### config.mk
export PLATFORM = sky130hd
export DESIGN_NAME = ap_fifo_frame_tagger
export DESIGN_NICKNAME = d
export VERILOG_FILES = /design/src/rtl/ap_fifo_frame_tagger_pkg.sv /design/src/rtl/frame_csum32.sv /design/src/rtl/ap_fifo_frame_tagger.sv
export SDC_FILE = /design/constraint.sdc
export NUM_CORES = 1
export LEC_CHECK = 0
export ABC_AREA = 1
export CAP_MARGIN = 20
export CORE_ASPECT_RATIO = 1.25
export CORE_MARGIN = 2
export CORE_UTILIZATION = 52
export DETAILED_ROUTE_END_ITERATION = 10
export GPL_TIMING_DRIVEN = 1
export PLACE_DENSITY = 0.91
export SETUP_SLACK_MARGIN = 0.3
export SLEW_MARGIN = 20
export SYNTH_ARGS = -nofsm -noshare
export SYNTH_HDL_FRONTEND = slang
export SYNTH_HIERARCHICAL = 1
export SYNTH_SLANG_ARGS = --single-unit
### constraint.sdc
create_clock -name ap_clk -period 2.8 [get_ports ap_clk]
set_clock_uncertainty 0.05 [all_clocks]
set_input_delay 0.28 -clock ap_clk [delete_from_list [all_inputs] [get_ports ap_clk]]
set_output_delay 0.28 -clock ap_clk [all_outputs]
set_load 0.1 [all_outputs]
### src/rtl/ap_fifo_frame_tagger_pkg.sv
// Shared definitions for the ap_fifo frame tagger: magics, field ranges, states, trailer layout.
package ap_fifo_frame_tagger_pkg;

  localparam int unsigned DW    = 128;
  localparam int unsigned SEQ_W = 32;
  localparam int unsigned LEN_W = 32;
  localparam int unsigned ERR_W = 16;
  localparam int unsigned FRM_W = 32;

  localparam logic [LEN_W-1:0] MAX_LEN   = 32'd65536;
  localparam logic [31:0]      HDR_MAGIC = 32'h48434F44;
  localparam logic [31:0]      TRL_MAGIC = 32'h454E4421;

  // Header field bit ranges
  localparam int unsigned HDR_MAGIC_HI = 127;
  localparam int unsigned HDR_MAGIC_LO = 96;
  localparam int unsigned HDR_LEN_HI   = 31;
  localparam int unsigned HDR_LEN_LO   = 0;

  typedef enum logic [1:0] {
    S_HDR = 2'd0,
    S_PAY = 2'd1,
    S_TRL = 2'd2
  } state_t;

  typedef struct packed {
    logic [31:0]      magic;
    logic [SEQ_W-1:0] seq;
    logic [LEN_W-1:0] cnt;
    logic [31:0]      csum;
  } trl_t;

  // A header is accepted only with the right magic and a length we can carry.
  function automatic logic hdr_valid(input logic [31:0] magic, input logic [LEN_W-1:0] len);
    return (magic == HDR_MAGIC) && (len <= MAX_LEN);
  endfunction

  // XOR of the four 32-bit lanes of a stream word.
  function automatic logic [31:0] lane_xor(input logic [DW-1:0] w);
    return w[127:96] ^ w[95:64] ^ w[63:32] ^ w[31:0];
  endfunction

endpackage

### src/rtl/frame_csum32.sv
// Registered 32-bit lane-XOR accumulator with synchronous clear and enable.
module frame_csum32
  import ap_fifo_frame_tagger_pkg::*;
(
  input  logic          clk,
  input  logic          rst,
  input  logic          clr,
  input  logic          en,
  input  logic [DW-1:0] word,
  output logic [31:0]   csum
);

  // Clear wins over accumulate so a new frame always starts from zero.
  always_ff @(posedge clk) begin
    if (rst || clr) begin
      csum <= '0;
    end else if (en) begin
      csum <= csum ^ lane_xor(word);
    end
  end

endmodule

### src/rtl/ap_fifo_frame_tagger.sv
// Stream stage: validates frame headers, forwards header + payload, appends a trailer word.
module ap_fifo_frame_tagger
  import ap_fifo_frame_tagger_pkg::*;
(
  input  logic             ap_clk,
  input  logic             ap_rst,
  input  logic [DW-1:0]    in_V_V_dout,
  input  logic             in_V_V_empty_n,
  output logic             in_V_V_read,
  output logic [DW-1:0]    out_V_V_din,
  input  logic             out_V_V_full_n,
  output logic             out_V_V_write,
  output logic [FRM_W-1:0] frame_cnt,
  output logic [ERR_W-1:0] hdr_err_cnt,
  output logic             busy
);

  state_t           state_q, state_d;
  logic [LEN_W-1:0] len_q, cnt_q, cnt_inc;
  logic [SEQ_W-1:0] seq_q;
  logic [31:0]      csum_q;
  logic             post_rst_q;
  logic             hold;
  logic             hdr_ok;
  logic [LEN_W-1:0] hdr_len;
  logic             len_ld, csum_en, err_inc, frame_done;
  trl_t             trl;

  assign hold    = ap_rst | post_rst_q;
  assign hdr_len = in_V_V_dout[HDR_LEN_HI:HDR_LEN_LO];
  assign hdr_ok  = hdr_valid(in_V_V_dout[HDR_MAGIC_HI:HDR_MAGIC_LO], hdr_len);
  assign cnt_inc = cnt_q + LEN_W'(1);
  assign busy    = (state_q != S_HDR);
  assign trl     = '{magic: TRL_MAGIC, seq: seq_q, cnt: cnt_q, csum: csum_q};

  // Payload checksum for the current frame.
  frame_csum32 u_csum (
    .clk  (ap_clk),
    .rst  (ap_rst),
    .clr  (len_ld),
    .en   (csum_en),
    .word (in_V_V_dout),
    .csum (csum_q)
  );

  // State register; the handshake is held off for one cycle after reset.
  always_ff @(posedge ap_clk) begin
    if (ap_rst) begin
      state_q    <= S_HDR;
      post_rst_q <= 1'b1;
    end else begin
      state_q    <= state_d;
      post_rst_q <= 1'b0;
    end
  end

  // Frame length, word count, sequence number and the two status counters.
  always_ff @(posedge ap_clk) begin
    if (ap_rst) begin
      len_q       <= '0;
      cnt_q       <= '0;
      seq_q       <= '0;
      frame_cnt   <= '0;
      hdr_err_cnt <= '0;
    end else begin
      if (len_ld) begin
        len_q <= hdr_len;
        cnt_q <= '0;
      end else if (csum_en) begin
        cnt_q <= cnt_inc;
      end
      if (frame_done) begin
        seq_q     <= seq_q + SEQ_W'(1);
        frame_cnt <= frame_cnt + FRM_W'(1);
      end
      if (err_inc && (hdr_err_cnt != '1)) begin
        hdr_err_cnt <= hdr_err_cnt + ERR_W'(1);
      end
    end
  end

  // Next state and combinational handshake; bad headers are popped without a write.
  always_comb begin
    state_d       = state_q;
    in_V_V_read   = 1'b0;
    out_V_V_write = 1'b0;
    out_V_V_din   = in_V_V_dout;
    len_ld        = 1'b0;
    csum_en       = 1'b0;
    err_inc       = 1'b0;
    frame_done    = 1'b0;
    if (!hold) begin
      case (state_q)
        S_HDR: begin
          if (in_V_V_empty_n) begin
            if (hdr_ok) begin
              if (out_V_V_full_n) begin
                in_V_V_read   = 1'b1;
                out_V_V_write = 1'b1;
                len_ld        = 1'b1;
                state_d       = (hdr_len == LEN_W'(0)) ? S_TRL : S_PAY;
              end
            end else begin
              in_V_V_read = 1'b1;
              err_inc     = 1'b1;
            end
          end
        end
        S_PAY: begin
          if (in_V_V_empty_n && out_V_V_full_n) begin
            in_V_V_read   = 1'b1;
            out_V_V_write = 1'b1;
            csum_en       = 1'b1;
            if (cnt_inc == len_q) begin
              state_d = S_TRL;
            end
          end
        end
        S_TRL: begin
          out_V_V_din   = trl;
          out_V_V_write = out_V_V_full_n;
          if (out_V_V_full_n) begin
            frame_done = 1'b1;
            state_d    = S_HDR;
          end
        end
        default: state_d = S_HDR;
      endcase
    end
  end

endmodule

# [Word-level counts from Yosys, hierarchy flattened]
# Index checks and enable logic that the tools add are counted.
[classes] n_addsub=4 multipliers=0 div=0 order_cmp=1 n_eq_ne=11 shift=0 muxes=31 bitwise_logic=6 reduce_logical=9
[ops] op="$mux W128" count=2
[ops] op="$xor A32 B32 Y32" count=4
[ops] op="$add A32 B1 Y32 const B" count=3
[ops] op="$eq A32 B31 Y1 const B" count=1
[ops] op="$eq A32 B32 Y1" count=1
[ops] op="$le A32 B17 Y1 const B" count=1
[ops] op="$logic_not A32 Y1" count=1
[ops] op="$mux W1" count=19
[ops] op="$add A16 B1 Y16 const B" count=1
[ops] op="$ne A16 B16 Y1 const B" count=1
[ops] op="$mux W2" count=7
[ops] op="$ne A2 B2 Y1 const B" count=6
[ops] op="$reduce_and A7 Y1" count=1
[ops] op="$pmux W2 S3" count=1
[ops] op="$logic_and A1 B1 Y1" count=3
[ops] op="$pmux W1 S3" count=1
[ops] op="$eq A2 B1 Y1 const B" count=1
[ops] op="$eq A2 B2 Y1 const B" count=1
[ops] op="$logic_not A2 Y1" count=1
[ops] op="$pmux W1 S2" count=1
[ops] op="$reduce_bool A2 Y1" count=1
[ops] op="$reduce_or A2 Y1" count=1
[ops] op="$logic_or A1 B1 Y1" count=1
[ops] op="$not A1 Y1" count=1
[ops] op="$or A1 B1 Y1" count=1
[totals] ff_bits=179 latchBits=0 mem_bits_rw=0 mem_bits_ro=0 input_bits=132 mem_count=0

# [Depth between registers and ports, before layout]
# Gate-level depths: netlist of the first run.
[depth] ltp_word=7 depth_mapped=18

# [Cells and area by module]
# The synthesis of the first run kept the hierarchy.
[modules_own_cells] module="ap_fifo_frame_tagger" n_inst=1 cells_per_inst=1574 area_each_um2=9415.3
[modules_own_cells] module="frame_csum32" n_inst=1 cells_per_inst=843 area_each_um2=3848.7

# [Least setup slack after synthesis of the first run]
# Ideal clock, no wire load.
[synth_path] path_type="input -> output" from="in ap_rst" to="out out_V_V_din[93]" arrival_ns=3.530 t_required_ns=2.470 slack_ns=-1.060 path_stages=8 n_path_buf=3 path_cell_list="buf_6 -> nor2_4 -> inv_2 -> nor2_1 -> inv_2 -> clkbuf_1 -> clkbuf_1 -> o21ai_0"
[synth_via] elab_chain_cells=2
[synth_lines] item="start, declared" line="ap_fifo_frame_tagger.sv:6" rtl="input logic ap_rst,"
[synth_lines] item="$or A1 B1 Y1" line="ap_fifo_frame_tagger.sv:29" rtl="assign hold = ap_rst | post_rst_q;"
[synth_lines] item="$mux W128" line="ap_fifo_frame_tagger.sv:92" rtl="if (!hold) begin"
[synth_lines] item="end, declared" line="ap_fifo_frame_tagger.sv:10" rtl="output logic [DW-1:0] out_V_V_din,"
# No other way between the ends.

# [Final worst setup path of the first run]
[layout_path] from="reg cnt_q[11]" to="reg state_q[0]"
[layout_via] elab_chain_cells=4
[layout_lines] item="start, declared" line="ap_fifo_frame_tagger.sv:19" rtl="logic [LEN_W-1:0] len_q, cnt_q, cnt_inc;"
[layout_lines] item="start signal, assigned" line="ap_fifo_frame_tagger.sv:70" rtl="cnt_q <= cnt_inc;"
[layout_lines] item="$add A32 B1 Y32" line="ap_fifo_frame_tagger.sv:32" rtl="assign cnt_inc = cnt_q + LEN_W'(1);"
[layout_lines] item="$eq A32 B32 Y1" line="ap_fifo_frame_tagger.sv:114" rtl="if (cnt_inc == len_q) begin"
[layout_lines] item="$ne A2 B2 Y1 (no source line)"
[layout_lines] item="$reduce_and A7 Y1 (no source line)"
[layout_lines] item="end signal, assigned" line="ap_fifo_frame_tagger.sv:52" rtl="state_q <= state_d;"
[layout_lines] item="end, declared" line="ap_fifo_frame_tagger.sv:18" rtl="state_t state_q, state_d;"
# No other way between the ends.
# A chain may end at the register's enable or synchronous reset.

==> results of run 1 <==
==> worst max-delay path by stage <==
stage	start	end	slack (ps)	depth (start not counted)
2_1_floorplan	ap_rst	out_V_V_din[93]	-320	8
3_3_place_gp	in_V_V_dout[125]	out_V_V_write	-210	9
3_5_place_dp	in_V_V_dout[125]	out_V_V_write	-260	9
4_1_cts	in_V_V_dout[118]	out_V_V_write	190	8
5_1_grt	cnt_q[0]	state_q[0]	140	19
6_report	cnt_q[11]	state_q[0]	160	15
==> flip-flops by register name (all words and copies together), names as in the netlist <==
name and cells:
cnt_q 32, frame_cnt 32, len_q 32, seq_q 32, u_csum/csum 32, hdr_err_cnt 16, state_q 2, post_rst_q 1
==> repair_timing <==
action / CTS / global route
setup buffers: 8 / 22
hold endpoints to repair: 0 / 0
resized for setup: 23 / 126
pin swaps: 9 / 31
cloned: 3 / 1
setup endpoints to repair: 169 / 87
==> power by group through the flow <==
stage	logic (mW)	registers (mW)	clock network (mW)
6_report	2.09	2.55	2.36
5_1_grt	2.17	2.55	2.46
4_1_cts	2.05	2.55	2.36
3_5_place_dp	2.04	2.61	0
3_3_place_gp	2.00	2.61	0
2_1_floorplan	1.12	2.62	0
==> layout make-up <==
cell class | instances | area, sq um
multi-input cells | 1805 | 8510
fillers | 1593 | 5350
repair buffers | 402 | 5250
flip-flops and latches | 179 | 3620
inverters | 372 | 1410
clock buffers | 17 | 425
well taps | 335 | 419
clock inverters | 15 | 138
repair inverters | 1 | 8.76
diodes | 1 | 2.50
==> layer usage <==
| layer | vias to the layer above | share of wire |
|---|---|---|
| met5 | - | 0 |
| met4 | 0 | 0.079 |
| met3 | 343 | 0.11 |
| met2 | 1267 | 0.47 |
| met1 | 8089 | 0.34 |
| li1 | 8192 | - |
==> cell families (layout without fill, tap and decap cells) <==
family          count (synthesis)  in the layout  synth area share
buf+inv                       433            807             0.128
compound gates                196            196            0.0767
flops                         179            179             0.270
xor+xnor                       32             32            0.0222
other cells                     0              1                 0
simple gates                 1573           1573             0.499
fa+ha+maj                       4              4           0.00377
==> worst max-delay path, cell delays in order (launching register included) <==
cell	delay, ps
sky130_fd_sc_hd__dfxtp_1	460
sky130_fd_sc_hd__nand2_1	150
sky130_fd_sc_hd__nor2_1	270
sky130_fd_sc_hd__nand2_1	210
sky130_fd_sc_hd__nor2_4	290
sky130_fd_sc_hd__nand3_1	200
sky130_fd_sc_hd__nand3_1	120
sky130_fd_sc_hd__nand2_1	60
sky130_fd_sc_hd__nor2_1	80
sky130_fd_sc_hd__nand2_1	50
sky130_fd_sc_hd__nor2_1	120
sky130_fd_sc_hd__nand3_1	150
sky130_fd_sc_hd__nand2_1	120
sky130_fd_sc_hd__nand2_1	60
sky130_fd_sc_hd__o21ai_1	110
sky130_fd_sc_hd__inv_1	40
==> cells in the mapped netlist (11+ instances only) <==
| cell type | instances |
|---|---|
| sky130_fd_sc_hd__nor3_1 | 31 |
| sky130_fd_sc_hd__clkbuf_1 | 40 |
| sky130_fd_sc_hd__dfxtp_1 | 179 |
| sky130_fd_sc_hd__nand4_1 | 59 |
| sky130_fd_sc_hd__nand2_1 | 1020 |
| sky130_fd_sc_hd__xor2_1 | 24 |
| sky130_fd_sc_hd__nor2_1 | 224 |
| sky130_fd_sc_hd__inv_1 | 369 |
| sky130_fd_sc_hd__nand3_1 | 158 |
| sky130_fd_sc_hd__buf_2 | 11 |
| sky130_fd_sc_hd__o21ai_0 | 96 |
| sky130_fd_sc_hd__nor2_2 | 17 |
| sky130_fd_sc_hd__a21oi_1 | 84 |
| sky130_fd_sc_hd__nor4_1 | 16 |
==> stage by stage <==
| stage | TNS [ps] | total power [mW] | worst slack [ps] |
|---|---|---|---|
| floorplan | -1210 | 3.74 | -315 |
| detailed placement | -19510 | 4.65 | -257 |
| CTS | 0 | 6.96 | 189 |
| finish | 0 | 6.99 | 162 |
| global route | 0 | 7.17 | 137 |
| global placement | -12520 | 4.61 | -213 |
==> run_results.csv, run 1 <==
group,metric,value,unit
sta,final_hold_viol_count,0,
global_routing,antenna_found_initial,1,
sta,tightestPinTransition,1030,ps
synth,synthesis.instances,2417,
cells_and_area,num-nets-final,2914,
synth,synth_top_area_share,0.289,
min_path,min-delay-path-class,"primary input to flop",
sta,rsz_0062_raised_after_global_routing,"yes",
global_routing,met3_usage,0.0815,
critical_path,timing.critical_path.arrival,2940,ps
min_path,whs_path_depth,4,
floorplan,fp.dieArea,26800,sq um
global_routing,number_of_global_route_vias_before_repair,16900,
critical_path,cp_max_fo,7,
routing,route.detailed.vias_per_inst,5.72,
placed_design,portBuffers,310,
synth,part_of_the_yosys_area_used_for_sequential_elements,0.270,
synth,synthesis.area_per_instance,5.49,sq um
clocking,cts_made_buffers,17,
routing,drt_pass1_iterations,11,
clocking,cts-hold-fix-buffers,0,
min_path,timing.hold.worst_endpoint,"len_q[14]",
critical_path,path_class,"flop to flop",
routing,drtAntennaViolNets,0,
global_routing,grt_pass1_wl,81.8,mm
clocking,path_clk_slew,70,ps
synth,synth_fp_nets,2553,
power,swShare,0.364,
power,pwr-share-comb,0.298,
floorplan,core-area,25100,sq um
routing,drcViolationCount,0,
clocking,clock-root-buffer,"sky130_fd_sc_hd__clkbuf_16",
critical_path,regToRegEndpoint,"state_q[0]",
routing,first_iter_violations,2402,
critical_path,setup.worst_path.end_class,"flop",
sta,fraction_of_the_cycle_the_final_worst_path_needs,0.942,
synth,most_used_flip_flop_cell_after_synthesis,"sky130_fd_sc_hd__dfxtp_1",
routing,routedWlPerCell,17.5,um
power,power_density,354,nW/um^2
floorplan,start_util,0.528,
global_routing,grt.total_usage,0.377,
cells_and_area,layout.cells.most_common,"sky130_fd_sc_hd__nand2_1",
clocking,htree_num_levels,4,
clocking,cts_tree,"built",
floorplan,die_height,183,um
cells_and_area,drive_gt1_frac,0.176,
min_path,timing.hold.worst.start,"in_V_V_dout[14]",
power,p_leak,9.58,nW
critical_path,critPathRequiredTime,3100,ps
global_routing,grt_max_degree,91,
sta,finalSetupViolations,0,
routing,vias,17900,
floorplan,placement_rows,65,
sta,slew_headroom,0.313,
clocking,clk-insertion-delay-late,460,ps
cells_and_area,commonest_cells_after_routing_fill_and_taps_aside,"1013 x sky130_fd_sc_hd__nand2_1, 354 x sky130_fd_sc_hd__inv_1, 210 x sky130_fd_sc_hd__nor2_1, 156 x sky130_fd_sc_hd__nand3_1, 153 x sky130_fd_sc_hd__dfxtp_1",
clocking,clk_path_buf_depth,2,
synth,synth.ff_latch_count,179,
run,number_of_max_cap_violations,0,
critical_path,worstSetupStartpointType,"flop",
power,power_share_of_the_sequential_group,0.364,
cells_and_area,postLayoutCellArea,19800,sq um
floorplan,top_level_ports,311,
power,power.internal,4.45,mW
sta,report.final.slew_viol_count,0,
synth,synthDominantAreaCellType,"sky130_fd_sc_hd__nand2_1",
cells_and_area,final_cells,3127,
clocking,cts.sinks,179,
sta,fin_hold_ws,195,ps
placed_design,placedInstanceArea,18400,sq um
critical_path,rr_startpoint,"cnt_q[11]",
cells_and_area,syn2layout_area_growth,49.1,%
critical_path,rrSetupSlack,160,ps
run_status,run_status,"complete, no violations",
placed_design,routabilityCongestion,1.01,
placed_design,dpl.hpwl,37.9,mm
floorplan,dieWidth,147,um
routing,wirelength,54.8,mm
sta,finalCriticalPeriod,2640,ps
placed_design,placed_cell_count,3060,
synth,yosys_warnings,6,
synth,summed_instance_area_of_the_synthesized_netlist,13300,sq um
critical_path,r2r_cells,15,
power,vdd_ir_drop_max,0.447,mV
global_routing,global_route.overflow_total,0,
power,p_clk_frac,0.337,
global_routing,grt_most_used_layer,"met2",
synth,synth_edf_count,0,
synth,synthTopCellsByArea,"sky130_fd_sc_hd__nand2_1 29%, sky130_fd_sc_hd__dfxtp_1 27%, sky130_fd_sc_hd__inv_1 10%, sky130_fd_sc_hd__nor2_1 6.3%, sky130_fd_sc_hd__nand3_1 6.0%",
global_routing,globalRouteMet2Util,0.660,
cells_and_area,final_core_utilization,0.787,
sta,max_freq,379,MHz
synth,async_reset_ff_frac,0,
synth,netlist-cell-type-count,43,
global_routing,grt.met1_usage,0.403,
power,power.switching,2.55,mW
Power figures use the tool's default switching activity.
==> run 2: changes to the inputs <==
- CORE_UTILIZATION: 52 -> 50
- PLACE_DENSITY: 0.91 -> 0.88
==> run_results.csv, run 2 (synthesis results as in run 1) <==
group,metric,value,unit
placed_design,dpl.hpwl,38.1,mm
global_routing,number_of_global_route_vias_before_repair,16300,
power,p_clk_frac,0.342,
global_routing,grt.total_usage,0.359,
critical_path,worst_path_most_repeated_cell,"sky130_fd_sc_hd__nand4_1",
floorplan,top_level_ports,311,
floorplan,dieWidth,150,um
power,power_density,360,nW/um^2
power,power.switching,2.55,mW
sta,tightestPinTransition,684,ps
floorplan,fp.dieArea,27900,sq um
power,p_leak,9.27,nW
critical_path,timing.critical_path.arrival,2150,ps
cells_and_area,drive_gt1_frac,0.170,
clocking,cts.sinks,179,
cells_and_area,layout.cells.most_common,"sky130_fd_sc_hd__nand2_1",
placed_design,routabilityCongestion,0.932,
power,vdd_ir_drop_max,0.472,mV
cells_and_area,num-nets-final,2898,
run_status,run_status,"complete, no violations",
floorplan,die_height,186,um
routing,drcViolationCount,0,
clocking,path_clk_slew,70,ps
power,swShare,0.363,
routing,first_iter_violations,1244,
cells_and_area,syn2layout_area_growth,47.0,%
critical_path,critical_path.slowest_cell,"sky130_fd_sc_hd__nor4_4",
routing,vias,17000,
critical_path,setup.worst_path.end_class,"output port",
global_routing,grt_pass1_wl,79.4,mm
critical_path,ordered_list_of_cells_on_the_worst_path,"clkdlybuf4s15_1 -> nand4_1 -> nor4_4 -> and2_4 -> nand4_1 -> a31oi_2 -> buf_12",
critical_path,critPathRequiredTime,2470,ps
clocking,clk_path_buf_depth,2,
power,power.internal,4.47,mW
global_routing,antenna_found_initial,3,
floorplan,core-area,26100,sq um
power,power_share_of_the_sequential_group,0.363,
placed_design,placed_cell_count,3058,
sta,final_hold_viol_count,0,
floorplan,placement_rows,66,
sta,report.final.slew_viol_count,0,
min_path,min-delay-path-class,"primary input to flop",
clocking,htree_num_levels,4,
sta,max_freq,404,MHz
routing,route.detailed.vias_per_inst,5.45,
clocking,clk-insertion-delay-late,460,ps
clocking,cts_made_buffers,17,
sta,setup_tns,0,ps
clocking,cts_tree,"built",
power,pwr-share-comb,0.295,
critical_path,path_class,"primary input to output port",
clocking,clock-root-buffer,"sky130_fd_sc_hd__clkbuf_16",
sta,slew_headroom,0.539,
floorplan,start_util,0.508,
sta,fraction_of_the_cycle_the_final_worst_path_needs,0.884,
sta,finalCriticalPeriod,2480,ps
placed_design,portBuffers,310,
critical_path,cp_max_fo,5,
routing,routedWlPerCell,16.4,um
clocking,cts-hold-fix-buffers,0,
run,number_of_max_cap_violations,0,
critical_path,max_stage_delay,380,ps
sta,rsz_0062_raised_after_global_routing,"yes",
global_routing,global_route.overflow_total,0,
routing,drtAntennaViolNets,0,
routing,drt_pass1_iterations,7,
global_routing,grt_max_degree,91,
critical_path,worstSetupStartpointType,"primary input",
routing,wirelength,51.1,mm
cells_and_area,final_cells,3116,
cells_and_area,commonest_cells_after_routing_fill_and_taps_aside,"1014 x sky130_fd_sc_hd__nand2_1, 356 x sky130_fd_sc_hd__inv_1, 206 x sky130_fd_sc_hd__nor2_1, 156 x sky130_fd_sc_hd__nand3_1, 154 x sky130_fd_sc_hd__dfxtp_1",
sta,finalSetupViolations,0,
==> run 2: worst paths after layout <==
check / from / to / slack (ps) / cells past startpoint
min: in_V_V_dout[11] / len_q[11] / 170 / 3
max reg2reg: cnt_q[0] / state_q[0] / 360 / 19
max: in_V_V_dout[98] / out_V_V_write / 320 / 7
min reg2reg: len_q[29] / len_q[29] / 410 / 2
==> run 2: metal layers <==
layer / vias to the layer above / GRT usage / part of all wire / wire [um]
met5: - / 0 / 0.00023 / 12
met2: 910 / 0.637 / 0.48 / 24700
met4: 2 / 0.222 / 0.066 / 3370
met1: 7692 / 0.383 / 0.36 / 18200
li1: 8175 / - / - / -
met3: 206 / 0.0870 / 0.095 / 4860
==> run 2: power by group through the flow <==
stage / Combinational [mW] / Sequential [mW] / Clock [mW]
after floorplan: 1.12 / 2.62 / 0
after global placement: 2.00 / 2.61 / 0
final: 2.07 / 2.55 / 2.40
after detailed placement: 2.04 / 2.61 / 0
after global routing: 2.16 / 2.55 / 2.51
after CTS: 2.05 / 2.55 / 2.42
==> run 2: area by class of cell <==
class                           instances  area, sq um
Sequential cell                       179         3610
Antenna cell                            1         2.50
Inverter                              372         1410
Timing Repair inverter                  1         8.76
Clock inverter                         14          134
Fill cell                            2009         6600
Multi-Input combinational cell       1805         8420
Clock buffer                           18          439
Tap cell                              340          425
Timing Repair Buffer                  386         5040
==> run 2: metrics by stage <==
step / area [sq um] / hold WS, ps / setup slack, ps / util / total power, mW
3_3_place_gp: 18400 / 389 / -166 / 0.705 / 4.61
5_1_grt: 19500 / 209 / 198 / 0.747 / 7.22
6_report: 19500 / 167 / 324 / 0.747 / 7.02
4_1_cts: 19200 / 314 / 264 / 0.737 / 7.01
2_1_floorplan: 13500 / 258 / -315 / - / 3.74
3_5_place_dp: 18400 / 396 / -251 / 0.705 / 4.65
==> run 2: worst max-delay path: cells and delay by family <==
family	cells	cell delay, ps
AOI/OAI and AO/OA	1	230
buffers and inverters	2	580
and+or+nand+nor	4	1040
==> run 2: repair_timing <==
item / 4_1_cts / 5_1_grt
setup buffers: 11 / 10
gates resized for setup: 48 / 69
gates cloned: 3 / 1
pin swaps: 17 / 21
setup endpoints to repair: 155 / 183
